`src/rtl/hdmi_wave_pkg.sv`:
```
// Shared types and helpers for the multi-channel HDMI waveform write path.
//   state_t   : write-side FSM states
//   PIX_BG    : background colour index
//   ch_colour : colour index a trace is drawn with (channel k -> k+1)
package hdmi_wave_pkg;

    typedef enum logic [2:0] {
        IDLE,
        CLEAR,
        SCALE,
        PLOT,
        NEXT,
        WAIT_SWAP
    } state_t;

    localparam int unsigned PIX_BG = 0;

    function automatic int unsigned ch_colour(input int unsigned ch);
        return ch + 1;
    endfunction

endpackage

```
`src/rtl/hdmi_wave_writer_row_scale.sv`:
```
// Registered sample-to-row scaling: row = HEIGHT-1 - ((val*HEIGHT) >> VAL_RES).
// Ports:
//   clkWR, rstn : clock, async active-low reset
//   en          : load a new row from val this cycle, otherwise hold
//   val         : unsigned sample value
//   row         : screen row (0 = top), registered
module wave_row_scale #(
    parameter int unsigned VAL_RES     = 16,
    parameter int unsigned HEIGHT      = 480,
    parameter int unsigned LOG2_HEIGHT = 9
) (
    input  logic                   clkWR,
    input  logic                   rstn,
    input  logic                   en,
    input  logic [VAL_RES-1:0]     val,
    output logic [LOG2_HEIGHT-1:0] row
);

    localparam int unsigned PROD_W = VAL_RES + LOG2_HEIGHT;

    logic [PROD_W-1:0]      prod;
    logic [LOG2_HEIGHT-1:0] row_next;

    // Full-scale value maps to the top row, zero to the bottom row.
    always_comb begin
        prod     = PROD_W'(val) * PROD_W'(HEIGHT);
        row_next = LOG2_HEIGHT'(HEIGHT - 1) - LOG2_HEIGHT'(prod >> VAL_RES);
    end

    always_ff @(posedge clkWR or negedge rstn) begin
        if (!rstn) begin
            row <= '0;
        end else if (en) begin
            row <= row_next;
        end
    end

endmodule

```
`src/rtl/hdmi_wave_writer.sv`:
```
// Multi-channel waveform writer: one sample vector per column, each enabled
// channel drawn as a vertical span from its previous row to its new row into
// a ping-pong framebuffer. Buffers swap only on vblank from the read side.
// Ports:
//   clkWR, rstn           : clock, async active-low reset
//   s_valid/s_ready/s_data: sample vector handshake (ch k at [k*VAL_RES +: VAL_RES])
//   ch_en                 : per-channel draw enable, captured on accept
//   vblank                : frame-end pulse, honoured only while waiting to swap
//   wr_buf_sel            : buffer being written
//   mem_en/mem_we/mem_addr/mem_wdata : write-only framebuffer port
//   frame_done            : frame complete, waiting for vblank
//   busy                  : FSM not idle
module hdmi_wave_writer
    import hdmi_wave_pkg::*;
#(
    parameter int unsigned NUM_CH      = 2,
    parameter int unsigned VAL_RES     = 16,
    parameter int unsigned WIDTH       = 640,
    parameter int unsigned HEIGHT      = 480,
    parameter int unsigned LOG2_WIDTH  = 10,
    parameter int unsigned LOG2_HEIGHT = 9,
    parameter int unsigned ADDR_WIDTH  = 19,
    parameter int unsigned PIX_W       = 2
) (
    input  logic                      clkWR,
    input  logic                      rstn,
    input  logic                      s_valid,
    output logic                      s_ready,
    input  logic [NUM_CH*VAL_RES-1:0] s_data,
    input  logic [NUM_CH-1:0]         ch_en,
    input  logic                      vblank,
    output logic                      wr_buf_sel,
    output logic                      mem_en,
    output logic                      mem_we,
    output logic [ADDR_WIDTH:0]       mem_addr,
    output logic [PIX_W-1:0]          mem_wdata,
    output logic                      frame_done,
    output logic                      busy
);

    localparam int unsigned CH_W = (NUM_CH > 1) ? $clog2(NUM_CH) : 1;

    state_t                    state_q, state_d;
    logic [LOG2_WIDTH-1:0]     x_q, x_d;
    logic [LOG2_HEIGHT-1:0]    y_q, y_d;
    logic [LOG2_HEIGHT-1:0]    cur_q, cur_d;
    logic [CH_W-1:0]           ch_q, ch_d;
    logic                      first_q, first_d;
    logic [NUM_CH*VAL_RES-1:0] data_q, data_d;
    logic [NUM_CH-1:0]         en_q, en_d;
    logic [NUM_CH-1:0]         pv_q, pv_d;
    logic [LOG2_HEIGHT-1:0]    pr_q [NUM_CH];
    logic [LOG2_HEIGHT-1:0]    pr_d [NUM_CH];
    logic                      buf_q, buf_d;

    logic                      s_ready_d, busy_d, frame_done_d, mem_we_d;
    logic [ADDR_WIDTH:0]       mem_addr_d;
    logic [PIX_W-1:0]          mem_wdata_d;

    logic                      wr;
    logic [LOG2_HEIGHT-1:0]    wr_y;
    logic [PIX_W-1:0]          wr_pix;
    logic                      scale_en;
    logic [VAL_RES-1:0]        val_sel;
    logic [LOG2_HEIGHT-1:0]    row;
    logic [CH_W:0]             first_en, next_en;
    logic                      single;
    logic [ADDR_WIDTH-1:0]     pix_addr;

    // Lowest enabled channel at or above 'from'; MSB flags that one exists.
    function automatic logic [CH_W:0] find_en(input logic [NUM_CH-1:0] en,
                                               input int unsigned from);
        logic [CH_W:0] r;
        r = '0;
        for (int unsigned i = 0; i < NUM_CH; i++) begin
            if (!r[CH_W] && en[i] && (i >= from)) begin
                r = {1'b1, CH_W'(i)};
            end
        end
        return r;
    endfunction

    assign val_sel = data_q[32'(ch_q) * VAL_RES +: VAL_RES];

    wave_row_scale #(
        .VAL_RES     (VAL_RES),
        .HEIGHT      (HEIGHT),
        .LOG2_HEIGHT (LOG2_HEIGHT)
    ) u_scale (
        .clkWR (clkWR),
        .rstn  (rstn),
        .en    (scale_en),
        .val   (val_sel),
        .row   (row)
    );

    // Next-state, datapath updates and next values of the registered outputs.
    always_comb begin
        state_d  = state_q;
        x_d      = x_q;
        y_d      = y_q;
        cur_d    = cur_q;
        ch_d     = ch_q;
        first_d  = first_q;
        data_d   = data_q;
        en_d     = en_q;
        pv_d     = pv_q;
        pr_d     = pr_q;
        buf_d    = buf_q;
        wr       = 1'b0;
        wr_y     = y_q;
        wr_pix   = PIX_W'(PIX_BG);
        scale_en = 1'b0;
        single   = (x_q == '0) || !pv_q[ch_q];
        first_en = find_en(en_q, 0);
        next_en  = find_en(en_q, 32'(ch_q) + 1);

        unique case (state_q)
            IDLE: begin
                if (s_valid && s_ready) begin
                    data_d  = s_data;
                    en_d    = ch_en;
                    // A disabled trace loses its history so it restarts as a point.
                    pv_d    = pv_q & ch_en;
                    y_d     = '0;
                    state_d = CLEAR;
                end
            end
            CLEAR: begin
                wr = 1'b1;
                if (y_q == LOG2_HEIGHT'(HEIGHT - 1)) begin
                    if (first_en[CH_W]) begin
                        ch_d    = first_en[CH_W-1:0];
                        state_d = SCALE;
                    end else begin
                        state_d = NEXT;
                    end
                end else begin
                    y_d = y_q + LOG2_HEIGHT'(1);
                end
            end
            SCALE: begin
                scale_en = 1'b1;
                first_d  = 1'b1;
                state_d  = PLOT;
            end
            PLOT: begin
                // Span starts at the previous row and walks toward the new one.
                wr     = 1'b1;
                wr_pix = PIX_W'(ch_colour(32'(ch_q)));
                if (first_q) begin
                    wr_y = single ? row : pr_q[ch_q];
                end else begin
                    wr_y = cur_q;
                end
                if (wr_y == row) begin
                    pr_d[ch_q] = row;
                    pv_d[ch_q] = 1'b1;
                    if (next_en[CH_W]) begin
                        ch_d    = next_en[CH_W-1:0];
                        state_d = SCALE;
                    end else begin
                        state_d = NEXT;
                    end
                end else begin
                    first_d = 1'b0;
                    cur_d   = (wr_y < row) ? wr_y + LOG2_HEIGHT'(1)
                                           : wr_y - LOG2_HEIGHT'(1);
                end
            end
            NEXT: begin
                if (x_q == LOG2_WIDTH'(WIDTH - 1)) begin
                    state_d = WAIT_SWAP;
                end else begin
                    x_d     = x_q + LOG2_WIDTH'(1);
                    state_d = IDLE;
                end
            end
            WAIT_SWAP: begin
                if (vblank) begin
                    buf_d   = ~buf_q;
                    x_d     = '0;
                    state_d = IDLE;
                end
            end
            default: state_d = IDLE;
        endcase

        pix_addr     = ADDR_WIDTH'(wr_y) * ADDR_WIDTH'(WIDTH) + ADDR_WIDTH'(x_q);
        s_ready_d    = (state_d == IDLE);
        busy_d       = (state_d != IDLE);
        frame_done_d = (state_d == WAIT_SWAP);
        mem_we_d     = wr;
        mem_addr_d   = wr ? {buf_q, pix_addr} : '0;
        mem_wdata_d  = wr ? wr_pix : '0;
    end

    // State, datapath and output registers.
    always_ff @(posedge clkWR or negedge rstn) begin
        if (!rstn) begin
            state_q    <= IDLE;
            x_q        <= '0;
            y_q        <= '0;
            cur_q      <= '0;
            ch_q       <= '0;
            first_q    <= 1'b0;
            data_q     <= '0;
            en_q       <= '0;
            pv_q       <= '0;
            for (int i = 0; i < NUM_CH; i++) begin
                pr_q[i] <= '0;
            end
            buf_q      <= 1'b0;
            s_ready    <= 1'b0;
            busy       <= 1'b0;
            frame_done <= 1'b0;
            mem_en     <= 1'b0;
            mem_we     <= 1'b0;
            mem_addr   <= '0;
            mem_wdata  <= '0;
        end else begin
            state_q    <= state_d;
            x_q        <= x_d;
            y_q        <= y_d;
            cur_q      <= cur_d;
            ch_q       <= ch_d;
            first_q    <= first_d;
            data_q     <= data_d;
            en_q       <= en_d;
            pv_q       <= pv_d;
            pr_q       <= pr_d;
            buf_q      <= buf_d;
            s_ready    <= s_ready_d;
            busy       <= busy_d;
            frame_done <= frame_done_d;
            mem_en     <= mem_we_d;
            mem_we     <= mem_we_d;
            mem_addr   <= mem_addr_d;
            mem_wdata  <= mem_wdata_d;
        end
    end

    assign wr_buf_sel = buf_q;

endmodule
```
`config.mk`:
```
export PLATFORM = sky130hd
export DESIGN_NAME = hdmi_wave_writer
export DESIGN_NICKNAME = d
export VERILOG_FILES = /design/src/rtl/hdmi_wave_pkg.sv /design/src/rtl/hdmi_wave_writer_row_scale.sv /design/src/rtl/hdmi_wave_writer.sv
export SDC_FILE = /design/constraint.sdc
export NUM_CORES = 1
export LEC_CHECK = 0
export CORE_AREA = 5 5 160 124
export DETAILED_ROUTE_END_ITERATION = 7
export DIE_AREA = 0 0 165 129
export SYNTH_ARGS = -nofsm -noshare
export SYNTH_HDL_FRONTEND = slang
export SYNTH_SLANG_ARGS = --single-unit
```
`constraint.sdc`:
```
create_clock -name clkWR -period 11.45 [get_ports clkWR]
set_input_delay 1.7175 -clock clkWR [delete_from_list [all_inputs] [get_ports clkWR]]
set_output_delay 1.7175 -clock clkWR [all_outputs]
set_load 0.05 [all_outputs]
```
==> results of run 1 <==
[synthesized netlist by cell type, types with 22 or more instances]
cell,instances,area [sq um]
nor2_1,53,199
dfrtp_1,123,3080
xor2_1,24,210
nand2_1,43,161
a21oi_1,28,140
mux2_2,69,777
o21ai_0,29,145
fa_1,31,621
xnor2_1,22,193
ha_1,55,688
mux2i_1,24,240
inv_1,55,206
[layout by cell type (no fill, tap or decap), types with 28 or more instances in the layout]
cell and instances:
ha_1 55, clkdlybuf4s50_1 64, mux2_2 69, a21oi_1 28, dfrtp_1 123, o21ai_0 29
nand2_1 43, nor2_1 52, fa_1 31, inv_1 55
[power by group through the flow]
stage / clock [mW] / sequential, mW / combinational [mW]
after floorplan: 0 / 0.443 / 0.000414
after global placement: 0 / 0.443 / 0.0218
after detailed placement: 0 / 0.443 / 0.0226
after CTS: 0.582 / 0.435 / 0.0227
after global routing: 0.599 / 0.435 / 0.0248
final: 0.569 / 0.435 / 0.0219
[cells by family (layout without fill, tap and decap cells)]
group,count (synthesis),in the layout,synth area share
compound gates,119,119,0.106
xor+xnor,47,47,0.0535
fa+ha+maj,86,86,0.165
buf+inv,78,157,0.0397
flops,123,123,0.387
mux,93,93,0.128
simple gates,187,187,0.121
[worst register-to-register path, delay by kind of cell (launching register included)]
family                   cells  cell delay [ns]
AO/OA/AOI/OAI                9             1.64
flip-flops                   1             0.53
multiplexers                 2             0.60
buffers and inverters        3             0.76
adder cells (fa/ha/maj)      2             0.80
AND/OR/NAND/NOR              4             0.84
XOR/XNOR                     2             0.33
[cell type report]
class / count / area [sq um] / area share
Clock buffer: 20 / 457 / 0.0482
Clock inverter: 11 / 168 / 0.0177
Multi-Input combinational cell: 532 / 4570 / 0.482
Inverter: 57 / 214 / 0.0226
Tap cell: 247 / 309 / 0.0326
Timing Repair Buffer: 69 / 678 / 0.0716
Sequential cell: 123 / 3080 / 0.325
[through the flow]
stage / area [sq um] / std cells / utilization
after detailed placement: 8840 / 1028 / 0.489
after global routing: 9470 / 1059 / 0.524
after CTS: 9470 / 1059 / 0.524
after global placement: 8840 / 1028 / 0.489
after floorplan: 7950 / 733 / -
final: 9470 / 1059 / 0.524
[registers in the layout (all words and copies together), names as in the netlist]
name,flops
data_q,32
mem_addr,20
pr_q,18
x_q,10
cur_q,9
u_scale.row,9
y_q,9
state_q,3
en_q,2
mem_wdata,2
pv_q,2
busy,1
ch_q,1
first_q,1
frame_done,1
mem_we,1
s_ready,1
wr_buf_sel,1
[routing by layer]
| metal | global-route usage | vias to the layer above |
|---|---|---|
| met3 | 0.0362 | 21 |
| met4 | 0.0572 | 0 |
| met1 | 0.277 | 2740 |
| met2 | 0.253 | 90 |
| met5 | 0 | - |
| li1 | - | 2669 |
[worst min-delay path by stage]
stage,from,endpoint,slack (ns)
global placement,wr_buf_sel$_DFFE_PN0P_,wr_buf_sel$_DFFE_PN0P_,0.47
finish,wr_buf_sel$_DFFE_PN0P_,wr_buf_sel$_DFFE_PN0P_,0.48
floorplan,cur_q[4]$_DFFE_PN0P_,cur_q[4]$_DFFE_PN0P_,0.44
detailed placement,wr_buf_sel$_DFFE_PN0P_,wr_buf_sel$_DFFE_PN0P_,0.47
CTS,wr_buf_sel$_DFFE_PN0P_,wr_buf_sel$_DFFE_PN0P_,0.49
global route,wr_buf_sel$_DFFE_PN0P_,wr_buf_sel$_DFFE_PN0P_,0.51
==> impl_metrics.py, run 1 <==
metrics = {
    "clock_tree": {
        "cts.path.max_buffers": 2,
        "hold_buffers": 0,
        "cts_resized": 0,
        "htree_levels": 4,
        "clock_sinks": 123,
        "numCtsBuffers": 17,
        "clk_pin_slew_ns": 0.05,
        "post_cts.repair.setup_buffers": 0,
        "clockRootBuffer": "clkbuf_16",
        "cts_tree": "yes",
        "clock_latency_ns": 0.42,
    },
    "placement": {
        "pre_cts_ws_ns": 5.84,
        "hpwlAfterDp_microns": 13600,
        "place_congestion": 0.886,
        "io_buffers": 65,
    },
    "route": {
        "dr_wl_met2_microns": 7570,
        "num_vias": 5520,
        "wire_per_inst_microns": 17.0,
        "highest_layer": "met4",
        "drtPass1Iterations": 5,
        "ant_nets": 0,
        "wl_met1_microns": 9420,
        "viasPerCell": 5.21,
        "drc": 0,
        "wl_microns": 18000,
        "drtIter0Drc": 364,
        "wl_met3_microns": 702,
    },
    "critical_path": {
        "path_cells": "buf_4 -> mux2i_1 -> a31oi_4 -> a21oi_1 -> mux2i_1 -> inv_1 -> ha_1 -> nor2b_1 -> o21ai_0 -> a21oi_1 -> a2111oi_4 -> nor2_1 -> inv_2 -> fa_1 -> nor2b_1 -> o21ai_1 -> a21boi_0 -> o21a_1 -> nor2_1 -> xnor2_1 -> xnor2_1 -> o21ai_0",
        "crit_arrival_ns": 5.89,
        "setup.worst_path.start_class": "flip-flop",
        "crit_required_ns": 11.73,
        "critPathMaxFanout": 25,
        "cp_slowest_stage_delay_ns": 0.53,
        "cp-end-kind": "flip-flop",
        "reg2regPathDepth": 22,
        "r2r_end": "cur_q[6]$_DFFE_PN0P_",
        "worst-path-stages": 22,
        "reg2reg_from": "ch_q$_DFFE_PN0P_",
        "crit_type": "reg2reg",
        "cp-startpoint": "ch_q$_DFFE_PN0P_",
        "critPathSlowestCell": "dfrtp_1",
        "path_buf_inv": 3,
        "setup.reg_to_reg.worst_slack_ns": 5.84,
        "critPathTopFamily": "compound AO/OA/AOI/OAI gates",
        "crit_end": "cur_q[6]$_DFFE_PN0P_",
    },
    "power": {
        "power_mw": 1.03,
        "power.density_nw_per_um2": 108,
        "p_switching_mw": 0.205,
        "p_clk_frac": 0.555,
        "leakage_nw": 4.63,
        "ir_worst_vdd_mv": 0.0756,
        "power_frac_comb": 0.021,
        "p_int_mw": 0.820,
        "seq_power_share": 0.424,
        "switching_share": 0.200,
    },
    "sta": {
        "rsz0062_at_grt": "no",
        "finalSetupViolCount": 0,
        "period_share": 0.490,
        "max_slew_margin": 0.447,
        "timing.final.hold_violations": 0,
        "period_needed_ns": 5.61,
        "slew_viol_final": 0,
        "finalSetupTns_ns": 0,
        "whs_ns": 0.482,
        "worst_clock_skew_ns": 0.00880,
        "fmax_mhz": 178,
        "fin_ws_ns": 5.84,
        "tightest_slew_ns": 0.830,
    },
    "grt": {
        "grt_pass1_wl_microns": 30000,
        "grt_max_degree": 67,
        "gr-total-overflow": 0,
        "first_global_vias": 5738,
        "grt_usage": 0.180,
        "antenna_found_initial": 0,
    },
    "finish": {
        "area_growth_pct": 19.1,
        "drive_above_1_share": 0.158,
        "fin_nets": 924,
        "filler_cell_count": 1638,
        "diodes": 0,
    },
    "logic_synthesis": {
        "syn_nets": 857,
        "async_flop_share": 1.00,
        "synthCells": 733,
        "synth_edf_count": 0,
        "ys_types": 65,
        "synth-seq-cells": 123,
        "yosysSeqAreaShare": 0.387,
        "synth_area_sq_um": 7950,
        "avgSynthCellArea_sq_um": 10.8,
        "ys_warn_count": 0,
        "synth-main-ff-cell": "dfrtp_1",
    },
    "die": {
        "coreArea_sq_um": 18100,
        "start_util": 0.440,
        "rows": 43,
        "dieArea_sq_um": 21300,
        "fp.dieH_microns": 129,
        "die_w_microns": 165,
        "ioPinCount": 66,
    },
    "hold_path": {
        "hold_depth": 1,
        "holdCritPathClass": "reg2reg",
    },
    "run": {
        "maxCapViolations": 0,
    },
    "status": {
        "run_status": "finished, final reports clean",
    },
}
Power figures use the tool's default switching activity.
==> inputs of run 2 (changes only) <==
- PLACE_DENSITY: default -> 0.66
- clock period: 11.45 -> 4.6 ns (I/O delays scaled with it)
==> impl_metrics.py, run 2 (same netlist as run 1, synthesis figures left out) <==
metrics = {
    "route": {
        "ant_nets": 0,
        "wl_microns": 17300,
        "num_vias": 5661,
        "drc": 0,
        "drtIter0Drc": 241,
        "drtPass1Iterations": 5,
        "viasPerCell": 5.05,
        "wire_per_inst_microns": 15.4,
    },
    "grt": {
        "gr-total-overflow": 0,
        "grt_pass1_wl_microns": 29500,
        "grt_max_degree": 56,
        "antenna_found_initial": 0,
        "grt_usage": 0.175,
        "first_global_vias": 5715,
    },
    "critical_path": {
        "path_cells": "inv_2 -> ha_4 -> nor4b_4 -> a31oi_4 -> nor2_1 -> a21oi_1 -> mux2_4 -> buf_4 -> mux2_2 -> ha_1 -> fa_2 -> a21o_1 -> a21oi_2 -> o21bai_1 -> a21oi_2 -> xor2_1 -> or4_4 -> xnor3_1 -> nor2_1",
        "critPathMaxFanout": 7,
        "cp_slowest_stage_delay_ns": 0.49,
        "critPathTopFamily": "simple AND/OR/NAND/NOR gates",
        "path_buf_inv": 2,
        "crit_required_ns": 4.94,
        "cp-end-kind": "flip-flop",
        "setup.worst_path.start_class": "flip-flop",
        "crit_type": "reg2reg",
        "critPathSlowestCell": "or4_4",
        "crit_arrival_ns": 4.79,
    },
    "placement": {
        "io_buffers": 65,
        "pre_cts_ws_ns": -0.0430,
        "hpwlAfterDp_microns": 12900,
        "place_congestion": 0.854,
    },
    "finish": {
        "drive_above_1_share": 0.248,
        "regMostFlops": "data_q",
        "fin_nets": 986,
        "diodes": 0,
        "final_common_cell": "dfrtp_1",
        "filler_cell_count": 1583,
        "layout_common_cells": "dfrtp_1 (123), mux2_2 (67), clkdlybuf4s50_1 (64)",
        "largest_reg_flops": 32,
        "top_regs": "data_q x32, mem_addr x20, pr_q x18",
        "area_growth_pct": 26.8,
    },
    "clock_tree": {
        "numCtsBuffers": 17,
        "htree_levels": 4,
        "clockRootBuffer": "clkbuf_16",
        "clk_pin_slew_ns": 0.06,
        "cts_tree": "yes",
        "clock_sinks": 123,
        "cts.path.max_buffers": 2,
        "clock_latency_ns": 0.42,
    },
    "hold_path": {
        "holdCritPathClass": "in2async",
    },
    "sta": {
        "fmax_mhz": 225,
        "timing.final.hold_violations": 0,
        "finalSetupViolCount": 0,
        "tightest_slew_ns": 0.788,
        "worst_clock_skew_ns": 0.0153,
        "max_slew_margin": 0.471,
        "period_needed_ns": 4.45,
        "fin_ws_ns": 0.153,
        "finalSetupTns_ns": 0,
        "slew_viol_final": 0,
        "rsz0062_at_grt": "yes",
        "period_share": 0.967,
    },
    "die": {
        "coreArea_sq_um": 18100,
        "rows": 43,
        "dieArea_sq_um": 21300,
        "die_w_microns": 165,
        "fp.dieH_microns": 129,
        "ioPinCount": 66,
        "start_util": 0.440,
    },
    "status": {
        "run_status": "finished, final reports clean",
    },
    "power": {
        "power_mw": 2.50,
        "ir_worst_vdd_mv": 0.218,
        "leakage_nw": 4.93,
        "power.density_nw_per_um2": 248,
    },
    "run": {
        "maxCapViolations": 0,
    },
}
run 2: stage by stage:
stage	util	cell area (sq um)	cells	hold WS [ns]
floorplan	-	7970	733	0.394
global placement	0.513	9270	1081	0.469
detailed placement	0.513	9270	1081	0.475
CTS	0.546	9880	1114	0.346
global route	0.558	10100	1122	0.379
finish	0.558	10100	1122	0.326
run 2: area by class of cell:
class	instances	area [sq um]	area share
Clock buffer	19	443	0.0439
Clock inverter	13	156	0.0155
Inverter	57	214	0.0212
Multi-Input combinational cell	532	4710	0.468
Sequential cell	123	3080	0.305
Tap cell	247	309	0.0307
Timing Repair Buffer	131	1170	0.116
run 2: what timing repair did:
item	in CTS	in global routing
pin swaps	2	24
buffers inserted	1	8
gates resized for setup	3	34
hold buffers	0	0
setup endpoints to repair	2	6
run 2: worst register-to-register path, cell delays in order (launching register included):
cell and delay [ns]:
dfrtp_1 0.40, inv_2 0.08, ha_4 0.11, nor4b_4 0.26
a31oi_4 0.22, nor2_1 0.15, a21oi_1 0.05, mux2_4 0.29
buf_4 0.15, mux2_2 0.29, ha_1 0.35, fa_2 0.41
a21o_1 0.18, a21oi_2 0.16, o21bai_1 0.11, a21oi_2 0.16
xor2_1 0.10, or4_4 0.49, xnor3_1 0.33, nor2_1 0.08
run 2: where the power goes:
part	internal [mW]	switching, mW	leakage, nW
logic	0.0287	0.0267	3.01
clock network	0.827	0.540	0.287
registers	1.08	0	1.64
total	1.94	0.567	4.93
run 2: final timing paths:
path | startpoint | endpoint | slack (ns) | cells after the start
hold / removal | rstn | pr_q[13]$_DFFE_PN0P_ | 0.33 | 1
setup reg to reg | x_q[0]$_DFFE_PN0P_ | mem_addr[17]$_DFF_PN0_ | 0.15 | 19
max in group asynchronous | rstn | u_scale.row[6]$_DFFE_PN0P_ | 3.28 | 2
setup / recovery | x_q[0]$_DFFE_PN0P_ | mem_addr[17]$_DFF_PN0_ | 0.15 | 19
min in group clkWR | cur_q[2]$_DFFE_PN0P_ | cur_q[2]$_DFFE_PN0P_ | 0.49 | 2
hold reg to reg | cur_q[2]$_DFFE_PN0P_ | cur_q[2]$_DFFE_PN0P_ | 0.49 | 2
run 2: metal layers:
layer,global-route usage,routed length (microns),vias to the layer above
li1,-,-,2790
met1,0.281,9410,2749
met2,0.235,6980,104
met3,0.0429,694,18
met4,0.0416,202,0
met5,0,0,-
==> inputs of run 3 (changes only) <==
- CTS_CLUSTER_SIZE: default -> 24
==> results of run 3 <==
Same layout as run 2: the final DEF is identical, and so are final timing and power.
